`src/rtl/cbus_rr_arbiter_pkg.sv`:
```
// Common cache-line bus (cbus) types shared by the front-ends, the arbiter
// and the top-level cbus port.
package cbus_rr_arbiter_pkg;

  localparam int CBUS_AW = 32;
  localparam int CBUS_DW = 32;
  localparam int CBUS_LW = 4;

  typedef enum logic {
    ARB_FIXED = 1'b0,
    ARB_RR    = 1'b1
  } arb_policy_t;

  // len is beats-1: a single-beat transaction carries len = 0.
  typedef struct packed {
    logic                   valid;
    logic                   write;
    logic [CBUS_AW-1:0]     addr;
    logic [CBUS_LW-1:0]     len;
    logic [CBUS_DW-1:0]     data;
    logic [CBUS_DW/8-1:0]   strb;
  } cbus_req_t;

  typedef struct packed {
    logic               ready;
    logic               last;
    logic [CBUS_DW-1:0] data;
  } cbus_resp_t;

  // Increment an index modulo n.
  function automatic int wrap_inc(input int idx, input int n);
    return (idx + 1 >= n) ? 0 : idx + 1;
  endfunction

endpackage

```
`src/rtl/cbus_arb_select.sv`:
```
// Combinational rotate-priority picker. Scans the valid vector starting at
// rr_ptr (round-robin) or at 0 (fixed priority) and returns the first hit.
module cbus_arb_select
  import cbus_rr_arbiter_pkg::*;
#(
  parameter int          NUM_INPUTS = 4,
  parameter arb_policy_t POLICY     = ARB_RR,
  localparam int         IW         = $clog2(NUM_INPUTS)
) (
  input  logic [NUM_INPUTS-1:0] valid,
  input  logic [IW-1:0]         rr_ptr,
  output logic [IW-1:0]         winner,
  output logic                  any_valid
);

  logic [IW-1:0] base;
  int            idx;

  assign base = (POLICY == ARB_RR) ? rr_ptr : '0;

  // Walk offsets from farthest to nearest so the nearest valid index wins.
  always_comb begin
    winner    = '0;
    any_valid = 1'b0;
    idx       = 0;
    for (int k = NUM_INPUTS - 1; k >= 0; k--) begin
      idx = int'(base) + k;
      if (idx >= NUM_INPUTS) idx = idx - NUM_INPUTS;
      if (valid[idx[IW-1:0]]) begin
        winner    = idx[IW-1:0];
        any_valid = 1'b1;
      end
    end
  end

endmodule

```
`src/rtl/cbus_rr_arbiter.sv`:
```
// Shares the single cbus between NUM_INPUTS requesters. A winner is registered
// in IDLE, then owns the bus until the response beat flagged last completes.
// Requests and responses of the owner pass through combinationally so
// per-beat write data and strobes track the owner live.
module cbus_rr_arbiter
  import cbus_rr_arbiter_pkg::*;
#(
  parameter int          NUM_INPUTS = 4,
  parameter arb_policy_t POLICY     = ARB_RR,
  localparam int         IW         = $clog2(NUM_INPUTS)
) (
  input  logic                         clk,
  input  logic                         reset,
  input  cbus_req_t  [NUM_INPUTS-1:0]  ireqs,
  output cbus_resp_t [NUM_INPUTS-1:0]  iresps,
  output cbus_req_t                    oreq,
  input  cbus_resp_t                   oresp,
  output logic [IW-1:0]                grant_idx,
  output logic                         busy,
  output logic                         txn_done
);

  localparam logic ST_IDLE = 1'b0;
  localparam logic ST_BUSY = 1'b1;

  logic                  state_q, state_d;
  logic [IW-1:0]         grant_idx_q, grant_idx_d;
  logic [IW-1:0]         rr_ptr_q, rr_ptr_d;
  logic [NUM_INPUTS-1:0] req_valid;
  logic [IW-1:0]         sel_winner;
  logic                  sel_any;
  logic                  fin;

  // Gather the valid bits for the picker.
  always_comb begin
    req_valid = '0;
    for (int i = 0; i < NUM_INPUTS; i++) req_valid[i] = ireqs[i].valid;
  end

  cbus_arb_select #(
    .NUM_INPUTS(NUM_INPUTS),
    .POLICY    (POLICY)
  ) u_select (
    .valid    (req_valid),
    .rr_ptr   (rr_ptr_q),
    .winner   (sel_winner),
    .any_valid(sel_any)
  );

  assign busy      = (state_q == ST_BUSY);
  assign fin       = busy & oresp.ready & oresp.last;
  assign txn_done  = fin;
  assign grant_idx = grant_idx_q;

  // Grant in IDLE, release on the final beat; the grant is never revoked.
  always_comb begin
    state_d     = state_q;
    grant_idx_d = grant_idx_q;
    rr_ptr_d    = rr_ptr_q;
    case (state_q)
      ST_IDLE: begin
        if (sel_any) begin
          grant_idx_d = sel_winner;
          state_d     = ST_BUSY;
        end
      end
      default: begin
        if (fin) begin
          state_d = ST_IDLE;
          if (POLICY == ARB_RR)
            rr_ptr_d = IW'(wrap_inc(int'(grant_idx_q), NUM_INPUTS));
        end
      end
    endcase
  end

  // Route the owner's request out and the memory response back to the owner.
  always_comb begin
    oreq   = '0;
    iresps = '0;
    if (busy) begin
      oreq                = ireqs[grant_idx_q];
      iresps[grant_idx_q] = oresp;
    end
  end

  // State registers.
  always_ff @(posedge clk or posedge reset) begin
    if (reset) begin
      state_q     <= ST_IDLE;
      grant_idx_q <= '0;
      rr_ptr_q    <= '0;
    end else begin
      state_q     <= state_d;
      grant_idx_q <= grant_idx_d;
      rr_ptr_q    <= rr_ptr_d;
    end
  end

endmodule

```
`config.mk`:
```
export PLATFORM = sky130hd
export DESIGN_NAME = cbus_rr_arbiter
export DESIGN_NICKNAME = d
export VERILOG_FILES = /design/src/rtl/cbus_rr_arbiter_pkg.sv /design/src/rtl/cbus_arb_select.sv /design/src/rtl/cbus_rr_arbiter.sv
export SDC_FILE = /design/constraint.sdc
export NUM_CORES = 1
export LEC_CHECK = 0
export CELL_PAD_IN_SITES_DETAIL_PLACEMENT = 2
export CELL_PAD_IN_SITES_GLOBAL_PLACEMENT = 2
export CORE_AREA = 2 2 213 215
export DETAILED_ROUTE_END_ITERATION = 8
export DIE_AREA = 0 0 215 217
export MAX_ROUTING_LAYER = met4
export PLACE_DENSITY_LB_ADDON = 0.1
export SLEW_MARGIN = 20
export SYNTH_ARGS = -nofsm -noshare
export SYNTH_HDL_FRONTEND = slang
export SYNTH_HIERARCHICAL = 1
export SYNTH_SLANG_ARGS = --single-unit
```
`constraint.sdc`:
```
create_clock -name clk -period 2.8 [get_ports clk]
set_clock_uncertainty 0.2 [all_clocks]
set_input_delay 0.56 -clock clk [delete_from_list [all_inputs] [get_ports clk]]
set_output_delay 0.56 -clock clk [all_outputs]
set_load 0.02 [all_outputs]
```
**Word level (Yosys, flattened, before mapping)**

Cells that the tools add are included.

- Output and inout port bits: 214
- Input port bits: 332
- Register bits: 5
- Logic and storage cells: 59

- Muxes and demuxes: 30
- Magnitude comparators: 11
- Reduce and logical (&&, ||, !) cells: 3
- Add/subtract/negate cells: 8
- Bitwise gates (word level): 4

Operators with widths:

| cell | number |
|---|---|
| $bmux 74 s2 | 1 |
| $mux 74 | 2 |
| $and 136x136->136 | 1 |
| $mux 136 | 1 |
| $demux 34 s2 | 1 |
| $mux 34 | 1 |
| $mux 2 | 9 |
| $lt 2x3->1 const B | 5 |
| $ge 3x3->1 const B | 4 |
| $mux 1 | 11 |
| $bmux 1 s2 | 4 |
| $sub 2x1->2 const B | 4 |
| $add 2x1->3 const B | 2 |
| $add 2x2->3 const B | 2 |
| $reduce_and 2->1 | 2 |
| $ge 2x3->1 const B | 1 |
| $and 1x1->1 | 2 |
| $ge 2x1->1 const B | 1 |
| $logic_and 1x1->1 | 1 |
| $not 1->1 | 1 |

**Logic depth before layout (Yosys ltp)**

- Depth in word-level cells: 11
- Gate-level depth with buffers: 7

**Modules after synthesis**

The synthesis kept the hierarchy.

By module, submodules not included:

| module | cells each | times used | sequential area each (µm²) | area each (µm²) |
|---|---|---|---|---|
| cbus_rr_arbiter | 441 | 1 | 125.1 | 3389.5 |
| cbus_arb_select | 13 | 1 | 0.0 | 77.6 |

**Least setup slack after synthesis**

Ideal clock, no wire load.

- Path type: register -> output
- Start point: reg grant_idx_q[0] (netlist: grant_idx[0])
- End point: out iresps[100] (netlist name)
- Cell stages (with the launch flop): 8
- Arrival: 1.719 ns
- Path buffers: 4
- Setup slack: 0.321 ns
- Cell sequence: dfrtp_1 -> buf_4 -> buf_6 -> buf_6 -> inv_1 -> ha_1 -> clkbuf_1 -> and3_1

RTL lines:

| item | RTL line | text |
|---|---|---|
| start, declared | cbus_rr_arbiter.sv:27 | `logic [IW-1:0] grant_idx_q, grant_idx_d;` |
| start signal, assigned | cbus_rr_arbiter.sv:95 | `grant_idx_q <= grant_idx_d;` |
| end, declared | cbus_rr_arbiter.sv:15 | `output cbus_resp_t [NUM_INPUTS-1:0] iresps,` |

**Worst setup path in the final report**

- Start point: in oresp[33] (netlist name)
- End point: out txn_done

- Word-level cells in the longest chain between the ends: 2

RTL lines:

| item | RTL line | text |
|---|---|---|
| start, declared | cbus_rr_arbiter.sv:17 | `input cbus_resp_t oresp,` |
| $and 1x1->1 (2 in series) | cbus_rr_arbiter.sv:51 | `assign fin = busy & oresp.ready & oresp.last;` |
| end, declared | cbus_rr_arbiter.sv:20 | `output logic txn_done` |

No other way between the ends.

==> impl_metrics.csv <==
group,metric,value,unit
synth,synth-simple-area-share,0.265,
power_and_ir_drop,max-vdd-ir-drop,0.000279,V
clock_network,cts_buffer_depth,2,
drt,via_per_inst,3.75,
synth,synth_top_area_cell,"mux2i_1",
place,placed_area,9910,um^2
floorplanning,die-area,46700,um^2
worst_setup_path,worst-path-buf-inv,3,
synth,synth.avg_cell_area,7.64,um^2
worst_setup_path,critPathCaptureType,"output port",
drt,drt_pre_antenna_iters,4,
synth,syn_nets,790,
synth,yosysTopAreaCellShare,0.430,
global_route,grt_pass1_vias,6586,
power_and_ir_drop,p_leak,5.12,nW
sta,post-route-period-util,0.965,
sta,slew_viol_final,0,
sta,slew_headroom,0.769,
floorplanning,die_h,217,um
clock_network,clk-insertion-delay-late,0.22,ns
synth,synthCells,454,
synth,muxShareOfSynthArea,0.443,
global_route,grt_pass1_wl,46900,um
floorplanning,ioPinCount,546,
sta,setup_ws,0.0981,ns
worst_setup_path,cpMostUsedCell,"clkdlybuf4s50_1",
layout,area_growth_syn_to_layout,186,%
worst_setup_path,cp_slowest_cell,"clkdlybuf4s50_1",
worst_setup_path,cp.required,2.04,ns
sta,worst_slew_pin_slew,0.348,ns
synth,ys_warn_count,6,
sta,rsz0062_at_grt,"false",
min_path,hold_class,"primary input to async pin",
worst_setup_path,critPathTopFamily,"buffers and inverters",
synth,synth-xor-area-share,0,
layout,num-fill-cells,5244,
worst_setup_path,cp_max_fo,5,
synth,synthAdderAreaFrac,0.0144,
synth,synth_top_family_by_area,"multiplexers",
clock_network,htree_levels,1,
drt,wirelength,34700,um
synth,ys_seq_area_frac,0.0361,
drt,wl_per_cell,21.6,um
synth,synthTopCellsByArea,"mux2i_1, and3_1, o22ai_1, dfrtp_1, buf_6",
place,io_buffer_count,545,
worst_setup_path,crit_path_start_kind,"primary input",
drt,ant_nets,0,
power_and_ir_drop,power_density,784,nW/um^2
floorplanning,coreArea,44700,um^2
run,cap_violations,0,
global_route,grt_usage,0.140,
status,status,"completed",
drt,vias,6020,
place,place.detailed.hpwl,29500,um
worst_setup_path,path_cells,"clkdlybuf4s50_1, nand3_1, inv_1, clkdlybuf4s50_1",
floorplanning,start_util,0.0776,
place,dpl_worst_slack,0.00744,ns
sta,max_freq,370,MHz
drt,drc_errors,0,
sta,setup_viol,0,
clock_network,cts_buffers,3,
clock_network,clkSinkCount,5,
global_route,grt_start_max_net_pins,141,
layout,drive_above_1_share,0.0720,
worst_setup_path,crit_type,"primary input to output port",
synth,synth-compound-area-share,0.143,
floorplanning,die_w,215,um
place,gp_congestion,0.822,
synth,synthDistinctLibCells,23,
synth,ys_ff_latch,5,
drt,drt_iter0_drc,122,
global_route,antenna_found_initial,20,
sta,period_minus_slack,2.70,ns
layout,fin_area,9910,um^2
clock_network,root_buffer,"clkbuf_16",
sta,final-hold-violation-count,0,
worst_setup_path,crit_arrival,1.94,ns
clock_network,cts_tree,"built",
clock_network,clk_pin_slew_worst_paths,0.03,ns
synth,syn_area,3470,um^2
global_route,grt.overflow.total,0,
floorplanning,rows,78,
worst_setup_path,cpPeakStageDelay,0.64,ns
layout,fin_nets,1323,
[worst paths after layout]
kind / from / endpoint / slack [ns] / cells after the start
worst max register to register: busy / grant_idx[1] / 1.04 / 4
worst max-delay path: oresp[33] / txn_done / 0.1 / 4
min in group clk: rr_ptr_q[0] / rr_ptr_q[0] / 0.40 / 1
max in group asynchronous: reset / grant_idx[0] / 1.85 / 2
worst min-delay path: reset / rr_ptr_q[0] / 0.35 / 2
worst min register to register: rr_ptr_q[0] / rr_ptr_q[0] / 0.40 / 1
[cell type report]
cell class / count / area, um^2 / share of cell area
multi-input combinational: 385 / 3030 / 0.306
timing repair buffer: 588 / 5850 / 0.591
tap: 600 / 751 / 0.0758
inverter: 4 / 15.0 / 0.00152
sequential: 5 / 130 / 0.0131
antenna: 21 / 52.6 / 0.00530
clock buffer: 4 / 78.8 / 0.00796
[registers in the layout, indices dropped and copies added, names as in the netlist]
signal / cells
grant_idx: 2
busy: 1
rr_ptr_q: 2
[kinds of logic after synthesis]
| group | Yosys count |
|---|---|
| DFF | 5 |
| muxes | 153 |
| and+or+nand+nor | 150 |
| AOI/OAI and AO/OA | 78 |
| adders and majority gates | 4 |
| buffers and inverters | 64 |
[layout by cell type, fill, tap and decap left out]
cell type | synthesis | layout
clkdlybuf4s50_1 | 0 | 335
dlygate4sd2_1 | 0 | 187
mux2i_1 | 149 | 146
and3_1 | 136 | 136
o22ai_1 | 74 | 74
buf_4 | 2 | 31
buf_12 | 0 | 22
diode_2 | 0 | 21
dlymetal6s2s_1 | 0 | 10
nor2_1 | 5 | 5
mux2_2 | 4 | 4
inv_1 | 4 | 4
ha_1 | 4 | 4
clkbuf_16 | 0 | 4
mux2i_2 | 0 | 3
dfrtp_1 | 5 | 3
nand2_1 | 3 | 2
nand2b_1 | 3 | 2
nor2b_1 | 1 | 1
nand3_1 | 1 | 1
nand2b_4 | 0 | 1
nand2_4 | 0 | 1
o21a_1 | 1 | 1
dfrtp_2 | 0 | 1
clkbuf_1 | 28 | 1
dfrtp_4 | 0 | 1
buf_6 | 10 | 1
buf_16 | 0 | 1
a21oi_1 | 1 | 1
a211oi_2 | 1 | 1
nor3b_1 | 1 | 1
a211oi_1 | 1 | 1
[stage by stage]
stage | TNS [ns] | utilization | power [W] | instances | hold slack (ns)
after floorplan | 0 | - | 0.00411 | 454 | 0.139
after global placement | 0 | 0.222 | 0.00839 | 1579 | 0.400
after detailed placement | 0 | 0.222 | 0.00835 | 1579 | 0.415
after CTS | -0.0322 | 0.218 | 0.00798 | 1583 | 0.358
after global routing | 0 | 0.222 | 0.00826 | 1606 | 0.398
final | 0 | 0.222 | 0.00777 | 1607 | 0.350
[timing repair]
item,4_1_cts,5_1_grt
resized for setup,190,12
hold buffers,0,0
hold endpoints to repair,0,0
setup buffers,0,2
endpoints found under the setup margin,188,12
gates cloned,0,1
[cells in the mapped netlist]
| master | n |
|---|---|
| o22ai_1 | 74 |
| nor2b_1 | 1 |
| and3_1 | 136 |
| buf_1 | 5 |
| mux2_2 | 4 |
| inv_1 | 4 |
| nor2_1 | 5 |
| buf_4 | 2 |
| buf_2 | 14 |
| ha_1 | 4 |
| clkbuf_2 | 1 |
| a21oi_1 | 1 |
| a211oi_2 | 1 |
| nand3_1 | 1 |
| mux2i_1 | 149 |
| dfrtp_1 | 5 |
| nand2_1 | 3 |
| o21a_1 | 1 |
| buf_6 | 10 |
| nor3b_1 | 1 |
| clkbuf_1 | 28 |
| a211oi_1 | 1 |
| nand2b_1 | 3 |
[routing by layer]
layer | vias to the layer above | global-route usage | share of wire
li1 | 2857 | - | -
met1 | 2826 | 0.128 | 0.35
met2 | 319 | 0.264 | 0.52
met3 | 18 | 0.0654 | 0.12
met4 | 0 | 0.0352 | 0.020
met5 | - | - | 0
[power by group]
group | switching [W] | internal (W)
Combinational | 0.00410 | 0.00326
Clock | 0.0000450 | 0.000189
Sequential | 0.0000616 | 0.000109
Total | 0.00421 | 0.00356
(Power assumes the default switching activity.)
